**config.mk**
```make
export PLATFORM = sky130hd
export DESIGN_NAME = mux4_rr_arbiter
export DESIGN_NICKNAME = d
export VERILOG_FILES = /design/src/rtl/mux4_rr_arbiter.sv
export SDC_FILE = /design/constraint.sdc
export NUM_CORES = 1
export LEC_CHECK = 0
export CORE_ASPECT_RATIO = 1.4
export CORE_UTILIZATION = 25
export DETAILED_ROUTE_END_ITERATION = 16
export PLACE_DENSITY_LB_ADDON = 0.08
export SLEW_MARGIN = 5
export SYNTH_ARGS = -nofsm -noshare
export SYNTH_HDL_FRONTEND = slang
export SYNTH_SLANG_ARGS = --single-unit
```
**constraint.sdc**
```tcl
create_clock -name clk_i -period 2.3 [get_ports clk_i]
set_input_delay 0.46 -clock clk_i [delete_from_list [all_inputs] [get_ports clk_i]]
set_output_delay 0.46 -clock clk_i [all_outputs]
set_load 0.05 [all_outputs]
```
**src/rtl/mux4_rr_arbiter.sv**
```systemverilog
// Round-robin owner/select sequencer for a shared 4:1 datapath mux.
// An owner keeps the grant while requesting, with a bounded burst when others wait.
//
// state | meaning
// IDLE  | no owner; grant_o=0, select_o keeps the last owner
// GRANT | owner holds the resource; hold counter tracks the burst length
module mux4_rr_arbiter #(
  parameter int HOLD_MAX = 8,
  parameter int CNT_W    = 4
) (
  input  logic             clk_i,
  input  logic             rst_i,
  input  logic [3:0]       req_i,
  output logic [3:0]       grant_o,
  output logic [1:0]       select_o,
  output logic             valid_o,
  output logic [CNT_W-1:0] hold_cnt_o
);

  typedef enum logic {IDLE, GRANT} state_t;

  localparam logic [CNT_W-1:0] HOLD_LAST = CNT_W'(HOLD_MAX - 1);

  state_t           r_state;
  logic [1:0]       r_owner;
  logic [1:0]       r_ptr;
  logic [CNT_W-1:0] r_hold_cnt;
  logic [3:0]       r_grant;
  logic             r_valid;

  logic [1:0]       w_idle_win;
  logic [1:0]       w_rot_win;
  logic             w_owner_req;
  logic             w_others;
  logic             w_hold_last;

  // First requester after 'from' in circular order; 'from' itself is checked last.
  function automatic logic [1:0] rr_pick(input logic [1:0] from, input logic [3:0] req);
    logic [1:0] c;
    rr_pick = from;
    for (int k = 4; k >= 1; k--) begin
      c = from + 2'(k);
      if (req[c]) rr_pick = c;
    end
  endfunction

  assign w_idle_win  = rr_pick(r_ptr, req_i);
  assign w_rot_win   = rr_pick(r_owner, req_i);
  assign w_owner_req = req_i[r_owner];
  assign w_others    = |(req_i & ~(4'b0001 << r_owner));
  assign w_hold_last = (r_hold_cnt == HOLD_LAST);

  always_ff @(posedge clk_i) begin
    if (rst_i) begin
      r_state    <= IDLE;
      r_owner    <= 2'd0;
      r_ptr      <= 2'd3;
      r_hold_cnt <= '0;
      r_grant    <= 4'b0000;
      r_valid    <= 1'b0;
    end else begin
      case (r_state)
        IDLE: begin
          if (|req_i) begin
            r_state    <= GRANT;
            r_owner    <= w_idle_win;
            r_hold_cnt <= '0;
            r_grant    <= 4'b0001 << w_idle_win;
            r_valid    <= 1'b1;
          end
        end
        GRANT: begin
          if (!w_owner_req) begin
            r_ptr <= r_owner;
            if (w_others) begin
              // back-to-back handover, no idle bubble
              r_owner    <= w_rot_win;
              r_hold_cnt <= '0;
              r_grant    <= 4'b0001 << w_rot_win;
            end else begin
              r_state <= IDLE;
              r_grant <= 4'b0000;
              r_valid <= 1'b0;
            end
          end else if (w_hold_last) begin
            r_hold_cnt <= '0;
            if (w_others) begin
              r_ptr   <= r_owner;
              r_owner <= w_rot_win;
              r_grant <= 4'b0001 << w_rot_win;
            end
          end else begin
            r_hold_cnt <= r_hold_cnt + 1'b1;
          end
        end
        default: begin
          r_state <= IDLE;
          r_grant <= 4'b0000;
          r_valid <= 1'b0;
        end
      endcase
    end
  end

  assign grant_o    = r_grant;
  assign select_o   = r_owner;
  assign valid_o    = r_valid;
  assign hold_cnt_o = r_hold_cnt;

endmodule
```
==> metrics.txt <==
# TYPE chip_impl_metric gauge
chip_impl_info{name="run_status",value="complete, no violations"} 1
chip_impl_metric{name="synth_cell_type_count",unit=""} 45
chip_impl_metric{name="final_period_util",unit=""} 0.950
chip_impl_metric{name="clk-insertion-delay-late",unit="ns"} 0.25
chip_impl_metric{name="cts_buffers",unit=""} 3
chip_impl_info{name="critical_path.reg2reg.endpoint",value="grant_o[0]"} 1
chip_impl_metric{name="area_growth_syn_to_layout",unit="%"} 40.1
chip_impl_metric{name="synthCells",unit=""} 126
chip_impl_metric{name="timing_worst_slew_pin_value",unit="ns"} 0.502
chip_impl_metric{name="multi_input_comb_area",unit="um2"} 704
chip_impl_metric{name="cts_buffer_depth",unit=""} 2
chip_impl_metric{name="syn_avg_cell_area",unit="um2"} 8.19
chip_impl_metric{name="antennaDiodeCount",unit=""} 0
chip_impl_metric{name="dp_slack",unit="ns"} -0.126
chip_impl_metric{name="post_drt_antenna_nets",unit=""} 0
chip_impl_info{name="crit-reg2reg-launch",value="select_o[0]"} 1
chip_impl_metric{name="synth.yosys.seq_area_share",unit=""} 0.272
chip_impl_metric{name="first_pass_iters",unit=""} 4
chip_impl_metric{name="ys_seq_elements",unit=""} 14
chip_impl_metric{name="placement_row_count",unit=""} 27
chip_impl_metric{name="coreArea",unit="mm2"} 0.00395
chip_impl_metric{name="antenna_found_initial",unit=""} 0
chip_impl_info{name="critPathCapture",value="grant_o[0]"} 1
chip_impl_metric{name="vias_in_the_first_global_route",unit=""} 1062
chip_impl_metric{name="path_max_fanout",unit=""} 5
chip_impl_info{name="min-delay-start",value="hold_cnt_o[3]"} 1
chip_impl_metric{name="cp.required",unit="ns"} 2.44
chip_impl_metric{name="ctsHtreeMaxLevel",unit=""} 1
chip_impl_metric{name="clkSinkCount",unit=""} 14
chip_impl_info{name="origin_of_the_worst_setup_path",value="req_i[1]"} 1
chip_impl_info{name="timing.hold.worst.class",value="reg -> reg"} 1
chip_impl_info{name="unrepaired_setup_endpoints_after_global_routing",value="false"} 1
chip_impl_metric{name="final_util",unit=""} 0.366
chip_impl_metric{name="io_pins",unit=""} 17
chip_impl_metric{name="global_route_wire_length_before_repair",unit="um"} 5230
chip_impl_metric{name="final-max-slew-violation-count",unit=""} 0
chip_impl_metric{name="final_area",unit="mm2"} 0.00145
chip_impl_metric{name="maxCapViolCount",unit=""} 0
chip_impl_metric{name="timing.clock.skew",unit="ns"} 0.00135
chip_impl_metric{name="fraction_of_layout_instances_using_a_drive_strength_above_1",unit=""} 0.207
chip_impl_metric{name="post_drt_via_cell_ratio",unit=""} 5.21
chip_impl_metric{name="hold_buffers_post_cts",unit=""} 0
chip_impl_metric{name="max_clock_freq",unit="MHz"} 458
chip_impl_metric{name="floorplan.die_area",unit="mm2"} 0.00439
chip_impl_metric{name="placement_cell_area",unit="mm2"} 0.00139
chip_impl_metric{name="worstPathArrival",unit="ns"} 2.32
chip_impl_metric{name="gr-usage-all-layers",unit=""} 0.151
chip_impl_metric{name="buffer_ports.inserted",unit=""} 16
chip_impl_metric{name="holdPathStages",unit=""} 1
chip_impl_metric{name="wl_per_cell",unit="um"} 14.7
chip_impl_info{name="worst_setup_path_end_kind",value="flop"} 1
chip_impl_metric{name="dr.first_iter.drc_count",unit=""} 32
chip_impl_info{name="most_common_cell_after_layout_fill_and_taps_aside",value="sky130_fd_sc_hd__buf_4"} 1
chip_impl_metric{name="synth.net_count",unit=""} 137
chip_impl_metric{name="fillerInstances",unit=""} 414
chip_impl_metric{name="final_period_demand_of_the_worst_path",unit="ns"} 2.18
chip_impl_metric{name="overall_overflow_remaining_after_global_route",unit=""} 0
chip_impl_metric{name="die_h",unit="um"} 78.0
chip_impl_metric{name="yosys_warnings",unit=""} 0
chip_impl_metric{name="total_leakage_power",unit="nW"} 0.591
chip_impl_metric{name="starting_density",unit=""} 0.261
chip_impl_metric{name="floorplan.die.width",unit="um"} 56.3
chip_impl_metric{name="synth_area",unit="mm2"} 0.00103
chip_impl_info{name="root_buffer",value="sky130_fd_sc_hd__clkbuf_8"} 1
chip_impl_info{name="tritoncts",value="done"} 1
chip_impl_info{name="critPathKind",value="in -> reg"} 1
chip_impl_metric{name="r2r_slack",unit="ns"} 0.26
chip_impl_metric{name="r2r_cells",unit=""} 7
chip_impl_metric{name="clk_transition_reported_paths",unit="ns"} 0.06
chip_impl_metric{name="timing_hold_violations_final",unit=""} 0
chip_impl_metric{name="grt_max_degree",unit=""} 10
chip_impl_metric{name="dp_hpwl",unit="um"} 2490
chip_impl_metric{name="cts_setup_buffers",unit=""} 0
chip_impl_metric{name="post-route-drc-count",unit=""} 0
chip_impl_metric{name="gp_routability_congestion",unit=""} 0.805
chip_impl_metric{name="peakVddDrop",unit="uV"} 337
chip_impl_metric{name="dr_total_vias",unit=""} 1079
chip_impl_metric{name="wirelength",unit="um"} 3050
chip_impl_metric{name="p_per_area",unit="mW/mm2"} 776
chip_impl_metric{name="worst_relative_slew_slack",unit=""} 0.665
chip_impl_metric{name="setup_ws",unit="ns"} 0.115
chip_impl_metric{name="nets",unit=""} 176
chip_impl_metric{name="gates_resized_cts_repair",unit=""} 0
chip_impl_info{name="start_kind",value="input pin"} 1
chip_impl_info{name="layout.cells.most_common_list",value="22 x sky130_fd_sc_hd__buf_4, 17 x sky130_fd_sc_hd__nor2_1, 16 x sky130_fd_sc_hd__clkdlybuf4s50_1"} 1
chip_impl_metric{name="register_area",unit="um2"} 285
chip_impl_metric{name="setup-violations-final",unit=""} 0
per-stage QoR:
stage / instances / hold slack (ns) / total power [mW] / TNS (ns)
after floorplan: 126 / 0.488 / 0.674 / 0
after global placement: 203 / 0.480 / 0.882 / -0.498
after detailed placement: 203 / 0.486 / 0.881 / -0.570
after CTS: 207 / 0.498 / 1.13 / 0
after global routing: 207 / 0.509 / 1.21 / 0
final: 207 / 0.495 / 1.12 / 0
Yosys cell counts:
master,count,share of area
sky130_fd_sc_hd__ha_1,5,0.061
sky130_fd_sc_hd__o21ai_0,5,0.024
sky130_fd_sc_hd__o21ai_1,1,0.0048
sky130_fd_sc_hd__dfxtp_1,14,0.27
sky130_fd_sc_hd__o31a_1,1,0.0085
sky130_fd_sc_hd__a41oi_1,1,0.0085
sky130_fd_sc_hd__a221o_1,3,0.029
sky130_fd_sc_hd__nand2_1,11,0.040
sky130_fd_sc_hd__nor2_1,17,0.062
sky130_fd_sc_hd__and3_1,1,0.0061
sky130_fd_sc_hd__nand3_2,1,0.0097
sky130_fd_sc_hd__nor3_1,3,0.015
sky130_fd_sc_hd__or3b_4,1,0.011
sky130_fd_sc_hd__o21ai_2,1,0.0085
sky130_fd_sc_hd__nand3b_1,3,0.022
sky130_fd_sc_hd__o31ai_1,1,0.0073
sky130_fd_sc_hd__buf_6,1,0.011
sky130_fd_sc_hd__a41oi_2,1,0.016
sky130_fd_sc_hd__mux2_2,1,0.011
sky130_fd_sc_hd__a311oi_1,2,0.017
sky130_fd_sc_hd__inv_1,5,0.018
sky130_fd_sc_hd__o211a_1,1,0.0097
sky130_fd_sc_hd__a21o_1,1,0.0073
sky130_fd_sc_hd__o211ai_1,3,0.022
sky130_fd_sc_hd__or3_1,1,0.0061
sky130_fd_sc_hd__a31oi_1,2,0.012
sky130_fd_sc_hd__mux4_1,1,0.025
sky130_fd_sc_hd__a211oi_1,1,0.0073
sky130_fd_sc_hd__clkinv_1,1,0.0036
sky130_fd_sc_hd__a32oi_1,1,0.0085
sky130_fd_sc_hd__a22oi_1,1,0.0073
sky130_fd_sc_hd__buf_2,2,0.0097
sky130_fd_sc_hd__a21oi_1,5,0.024
sky130_fd_sc_hd__o21a_1,1,0.0073
sky130_fd_sc_hd__mux2i_1,4,0.039
sky130_fd_sc_hd__mux4_2,1,0.022
sky130_fd_sc_hd__and2_1,1,0.0061
sky130_fd_sc_hd__clkbuf_1,1,0.0036
sky130_fd_sc_hd__nor4_1,2,0.012
sky130_fd_sc_hd__nor2b_1,1,0.0061
sky130_fd_sc_hd__o2111ai_1,1,0.0085
sky130_fd_sc_hd__nand2b_1,6,0.036
sky130_fd_sc_hd__nand4_1,1,0.0061
sky130_fd_sc_hd__nand3_1,5,0.024
sky130_fd_sc_hd__o221ai_1,3,0.025
sequential cells by signal, summed over array words and instances, names as in the netlist:
register and flops:
valid_o 1, select_o 2, grant_o 4, r_state 1, hold_cnt_o 4, r_ptr 2
routing by layer:
layer	GRT usage	part of all wire
met1	0.186	0.44
met2	0.274	0.53
met3	0.0214	0.020
met4	0.0366	0.0095
met5	0	0
cells by family after synthesis:
family                   count (synthesis)  synth area share
buffers and inverters                   10            0.0461
adder cells (fa/ha/maj)                  5            0.0606
AND/OR/NAND/NOR                         54             0.262
multiplexers                             7            0.0970
AO/OA/AOI/OAI                           36             0.263
flip-flops                              14             0.272
critical path, stage by stage:
cell                              delay [ns]
sky130_fd_sc_hd__clkdlybuf4s50_1        0.48
sky130_fd_sc_hd__mux4_1                 0.61
sky130_fd_sc_hd__a31oi_1                0.21
sky130_fd_sc_hd__o211ai_1               0.21
sky130_fd_sc_hd__a221o_1                0.36
layout make-up:
type / count / area share
Multi-Input combinational cell: 102 / 0.487
Sequential cell: 14 / 0.197
Inverter: 6 / 0.0156
Timing Repair Buffer: 38 / 0.225
Tap cell: 43 / 0.0372
Clock buffer: 4 / 0.0381
how the worst min path moves through the flow:
| stage | endpoint | slack [ns] |
|---|---|---|
| 6_report | hold_cnt_o[3] | 0.49 |
| 3_3_place_gp | valid_o | 0.48 |
| 3_5_place_dp | grant_o[0] | 0.49 |
| 2_1_floorplan | r_ptr[0] | 0.49 |
| 4_1_cts | hold_cnt_o[3] | 0.50 |
| 5_1_grt | hold_cnt_o[3] | 0.51 |
report_power, final:
group / internal [mW] / leakage [nW] / switching (mW)
Clock: 0.152 / 0.0288 / 0.0932
Combinational: 0.245 / 0.446 / 0.321
Sequential: 0.277 / 0.116 / 0.0350
Total: 0.673 / 0.591 / 0.449
No activity file was read; power rests on OpenSTA's default activity.
